### config.mk
export PLATFORM = sky130hd
export DESIGN_NAME = pipeline_stat_monitor
export DESIGN_NICKNAME = d
export VERILOG_FILES = /design/src/rtl/pipeline_stat_monitor_pkg.sv /design/src/rtl/pipeline_stat_monitor_counter.sv /design/src/rtl/pipeline_stat_monitor.sv
export SDC_FILE = /design/constraint.sdc
export NUM_CORES = 1
export LEC_CHECK = 0
export BUFFER_PORTS_ARGS = -buffer_cell sky130_fd_sc_hd__buf_4
export CAP_MARGIN = 20
export CORE_MARGIN = 1
export CORE_UTILIZATION = 60
export DETAILED_ROUTE_END_ITERATION = 8
export PLACE_DENSITY_LB_ADDON = 0.3
export SYNTH_ARGS = -nofsm -noshare
export SYNTH_HDL_FRONTEND = slang
export SYNTH_HIERARCHICAL = 1
export SYNTH_SLANG_ARGS = --single-unit
### constraint.sdc
create_clock -name clk -period 3.2 [get_ports clk]
set_input_delay 0.32 -clock clk [delete_from_list [all_inputs] [get_ports clk]]
set_output_delay 0.32 -clock clk [all_outputs]
set_load 0.02 [all_outputs]
### src/rtl/pipeline_stat_monitor_pkg.sv
// Shared types for the pipeline statistics monitor: display-source encodings
// and default counter width.
package pipeline_stat_monitor_pkg;

  localparam int CNT_BITS_DEFAULT = 32;
  localparam int MODE_COUNT       = 5;

  typedef enum logic [2:0] {
    SHOW_SYS    = 3'd0,
    SHOW_TOTAL  = 3'd1,
    SHOW_COND   = 3'd2,
    SHOW_UNCOND = 3'd3,
    SHOW_STALL  = 3'd4
  } mode_e;

  // Round-robin successor; anything past the last source goes back to SHOW_SYS.
  function automatic mode_e next_mode(input mode_e m);
    if (int'(m) >= MODE_COUNT - 1) return SHOW_SYS;
    return mode_e'(m + 3'd1);
  endfunction

endpackage

### src/rtl/pipeline_stat_monitor_counter.sv
// Wrapping statistic counter with synchronous clear that beats the enable.
module stat_counter #(
  parameter int CNT_BITS = 32
) (
  input  logic                clk,
  input  logic                rst,
  input  logic                en,
  input  logic                clr,
  output logic [CNT_BITS-1:0] count
);

  logic [CNT_BITS-1:0] count_q, count_d;

  always_comb begin
    count_d = count_q;
    if (clr)     count_d = '0;
    else if (en) count_d = count_q + CNT_BITS'(1);
  end

  always_ff @(posedge clk or posedge rst) begin
    if (rst) count_q <= '0;
    else     count_q <= count_d;
  end

  assign count = count_q;

endmodule

### src/rtl/pipeline_stat_monitor.sv
// Execution statistics and seven-segment source selector that sits behind the
// pipelined core; a push button cycles which registered word is displayed.
module pipeline_stat_monitor
  import pipeline_stat_monitor_pkg::*;
#(
  parameter int CNT_BITS    = CNT_BITS_DEFAULT,
  parameter int SYNC_STAGES = 2
) (
  input  logic                clk,
  input  logic                rst,
  input  logic                pcen,
  input  logic                jmp,
  input  logic                branch_taken,
  input  logic                bubble,
  input  logic                sys_show,
  input  logic [31:0]         sys_data,
  input  logic                clr_stats,
  input  logic                btn_next,
  output logic [CNT_BITS-1:0] disp_out,
  output logic [2:0]          disp_mode
);

  localparam int SYNC_N = (SYNC_STAGES < 2) ? 2 : SYNC_STAGES;

  logic [CNT_BITS-1:0] total_cnt, cond_cnt, uncond_cnt, stall_cnt;
  logic [31:0]         sys_q, sys_d;
  logic [SYNC_N-1:0]   sync_q, sync_d;
  logic                prev_q, prev_d;
  logic                step;
  mode_e               mode_q, mode_d;
  logic [CNT_BITS-1:0] disp_q, disp_d;

  stat_counter #(.CNT_BITS(CNT_BITS)) u_total (
    .clk(clk), .rst(rst), .en(pcen), .clr(clr_stats), .count(total_cnt)
  );

  stat_counter #(.CNT_BITS(CNT_BITS)) u_cond (
    .clk(clk), .rst(rst), .en(pcen & branch_taken), .clr(clr_stats), .count(cond_cnt)
  );

  stat_counter #(.CNT_BITS(CNT_BITS)) u_uncond (
    .clk(clk), .rst(rst), .en(pcen & jmp), .clr(clr_stats), .count(uncond_cnt)
  );

  stat_counter #(.CNT_BITS(CNT_BITS)) u_stall (
    .clk(clk), .rst(rst), .en(pcen & bubble), .clr(clr_stats), .count(stall_cnt)
  );

  assign step = sync_q[SYNC_N-1] & ~prev_q;

  always_comb begin
    sys_d  = sys_show ? sys_data : sys_q;
    sync_d = {sync_q[SYNC_N-2:0], btn_next};
    prev_d = sync_q[SYNC_N-1];
  end

  // Out-of-range encodings recover to SHOW_SYS without waiting for a press.
  always_comb begin
    mode_d = mode_q;
    if (int'(mode_q) >= MODE_COUNT) mode_d = SHOW_SYS;
    else if (step)                  mode_d = next_mode(mode_q);
  end

  always_comb begin
    disp_d = '0;
    case (mode_q)
      SHOW_SYS:    disp_d = CNT_BITS'(sys_q);
      SHOW_TOTAL:  disp_d = total_cnt;
      SHOW_COND:   disp_d = cond_cnt;
      SHOW_UNCOND: disp_d = uncond_cnt;
      SHOW_STALL:  disp_d = stall_cnt;
      default:     disp_d = '0;
    endcase
  end

  always_ff @(posedge clk or posedge rst) begin
    if (rst) begin
      sys_q  <= '0;
      sync_q <= '0;
      prev_q <= 1'b0;
      mode_q <= SHOW_SYS;
      disp_q <= '0;
    end else begin
      sys_q  <= sys_d;
      sync_q <= sync_d;
      prev_q <= prev_d;
      mode_q <= mode_d;
      disp_q <= disp_d;
    end
  end

  assign disp_out  = disp_q;
  assign disp_mode = mode_q;

endmodule

==> impl_metrics.env <==
export IMPL_outcome="finished clean"
export IMPL_cts_path_max_buffers=2
export IMPL_vias_per_cell=6.38
export IMPL_grt_pass1_vias=7848
export IMPL_drt_iter0_markers=910
export IMPL_period_needed_ns=2.37
export IMPL_die_w_microns=133
export IMPL_critPathRequiredTime_ns=3.47
export IMPL_cap_violations=0
export IMPL_synthToLayoutAreaGrowth_pct=11.7
export IMPL_grt_antenna_before_repair=0
export IMPL_ys_flop_type="dfrtp_1"
export IMPL_ys_types=38
export IMPL_finalPower_mw=6.51
export IMPL_pre_cts_ws_ns=0.550
export IMPL_avgSynthCellArea_sq_um=10.2
export IMPL_start_kind="flop"
export IMPL_tns_ns=0
export IMPL_syn_inst=1008
export IMPL_dr_pass1_iters=7
export IMPL_drcViolationCount=0
export IMPL_power_density_nw_per_um2=566
export IMPL_fin_nets=1102
export IMPL_slew_viol_final=0
export IMPL_finClkSkew_ns=0.0113
export IMPL_syn_area_sq_um=10300
export IMPL_final_cells=1285
export IMPL_syn_num_nets=1058
export IMPL_num_vias=8204
export IMPL_synthTopCellsByArea="dfrtp_1, mux2_1, nand2_1"
export IMPL_n_antenna_cell=0
export IMPL_fin_util=0.689
export IMPL_fin_ws_ns=0.825
export IMPL_arrival_ns=2.64
export IMPL_min_period_over_period=0.742
export IMPL_async_flop_share=1.00
export IMPL_htreeDepth=4
export IMPL_crit_path_max_fanout=32
export IMPL_fillers=1270
export IMPL_synth_most_common_cell="dfrtp_1"
export IMPL_numCtsBuffers=17
export IMPL_synth_top_area_frac=0.481
export IMPL_ant_nets=0
export IMPL_max_vdd_ir_drop_v=0.000580
export IMPL_slew_headroom=0.291
export IMPL_portBuffers=75
export IMPL_dieHeight_microns=133
export IMPL_synth_edf_count=0
export IMPL_wl_mm=25.0
export IMPL_drive_above_1_share=0.157
export IMPL_std_cell_rows=47
export IMPL_crit_type="reg -> reg"
export IMPL_cts_root_buf="clkbuf_16"
export IMPL_final_area_sq_um=11500
export IMPL_track_usage=0.294
export IMPL_cts_repair_resized=0
export IMPL_grt_max_degree=74
export IMPL_clkSlewWorstSetupHoldPaths_ns=0.08
export IMPL_max_slew_worst_pin_slew_ns=1.06
export IMPL_wire_per_inst_microns=19.4
export IMPL_initial_core_util=0.617
export IMPL_r2r_cells=4
export IMPL_hold_class="in -> async"
export IMPL_finalHoldViolCount=0
export IMPL_power_leakage_nw=4.84
export IMPL_rsz0062_at_grt="no"
export IMPL_io_pins=76
export IMPL_insertion_delay_ns=0.44
export IMPL_dp_cells=1252
export IMPL_gp_congestion=0.858
export IMPL_synth_seq_area_share=0.481
export IMPL_ys_ff_latch=198
export IMPL_finalSetupViolations=0
export IMPL_core_sq_um=16700
export IMPL_grt_ovfl_total=0
export IMPL_cts_sinks=198
export IMPL_yosys_area_top_type="dfrtp_1"
export IMPL_grt_pass1_wl_mm=40.5
export IMPL_endpoint_kind="flop"
export IMPL_hpwl_mm=17.3
export IMPL_cts_tree="done"
export IMPL_die_area_sq_um=17700
export IMPL_yosys_warnings=6
export IMPL_fmax_mhz=421
export IMPL_placed_cell_area_sq_um=10900
export IMPL_yosys_top_cells_count="dfrtp_1, nand2_1, nor2_1, mux2_1, a21oi_1"
export IMPL_holdWs_ns=0.00634
==> layer usage <==
metal,track usage,share of wire,vias to the layer above
met5,0,0,-
met4,0.106,0.023,0
met3,0.0521,0.059,38
met2,0.470,0.49,335
met1,0.404,0.43,4063
li1,-,-,3768
==> path summary, 6_finish.rpt <==
path	from	endpoint	slack, ns
min	rst	u_total/count[2]	0.006
max in group asynchronous	rst	u_cond/count[13]	2.37
min reg2reg	sync_q[0]	sync_q[1]	0.37
max	disp_mode[0]	disp_out[15]	0.83
max reg2reg	disp_mode[0]	disp_out[15]	0.83
min in group clk	sys_data[3]	sys_q[3]	0.09
==> power by group <==
part	internal [mW]	total, mW	switching (mW)	leakage (nW)
Combinational	0.536	1.46	0.919	1.89
Clock	1.20	2.22	1.01	0.296
Sequential	2.72	2.84	0.120	2.65
Total	4.46	6.51	2.05	4.84
==> worst max-delay path, stage by stage, from the launching register on <==
cell and delay (ns):
dfrtp_1 0.45, ha_1 0.23, ha_1 0.55, a222oi_1 0.76, nand2_1 0.21
==> placed cells by master, fill, tap and decap left out, types with 3 or more instances in the layout <==
cell type,count
a21oi_1,48
a222oi_1,32
and2_1,3
and3_1,4
and4_1,8
buf_4,87
clkbuf_16,17
clkinv_4,3
dfrtp_1,198
ha_1,9
inv_1,22
inv_8,4
mux2_1,68
mux2_2,24
mux2i_1,5
nand2_1,124
nand3_1,13
nand4_1,40
nand4bb_1,4
nor2_1,82
nor2b_1,28
nor3_1,20
nor3b_1,4
nor4_1,24
nor4_4,4
o2111ai_2,4
o21ai_0,20
o31ai_1,30
or2_2,8
or3_1,24
or4_1,36
or4_4,4
xnor2_1,28
xor2_1,20
==> kinds of logic after synthesis <==
kind of cell | Yosys count | synth area share
buffers and inverters | 88 | 0.0437
adder cells (fa/ha/maj) | 9 | 0.0109
AO/OA/AOI/OAI | 135 | 0.0926
flip-flops | 198 | 0.481
multiplexers | 97 | 0.105
AND/OR/NAND/NOR | 433 | 0.225
XOR/XNOR | 48 | 0.0408
==> flip-flops by register name (all words and copies together) (netlist names) <==
name / cells
disp_mode: 3
disp_out: 32
prev_q: 1
sync_q: 2
sys_q: 32
u_cond/count: 32
u_stall/count: 32
u_total/count: 32
u_uncond/count: 32
==> layout make-up <==
| cell class | count | area (sq um) | area share |
|---|---|---|---|
| tap | 220 | 275 | 0.0239 |
| inverter | 24 | 90.1 | 0.00783 |
| clock inverter | 13 | 161 | 0.0140 |
| clock buffer | 19 | 443 | 0.0385 |
| multi-input combinational | 722 | 4900 | 0.426 |
| sequential | 198 | 4950 | 0.431 |
| timing repair buffer | 89 | 683 | 0.0594 |
==> repair_timing <==
action,4_1_cts,5_1_grt
hold endpoints to repair,1,0
hold buffers,1,0
buffers inserted,0,0
Note: power is estimated with default switching activity, not from simulation.
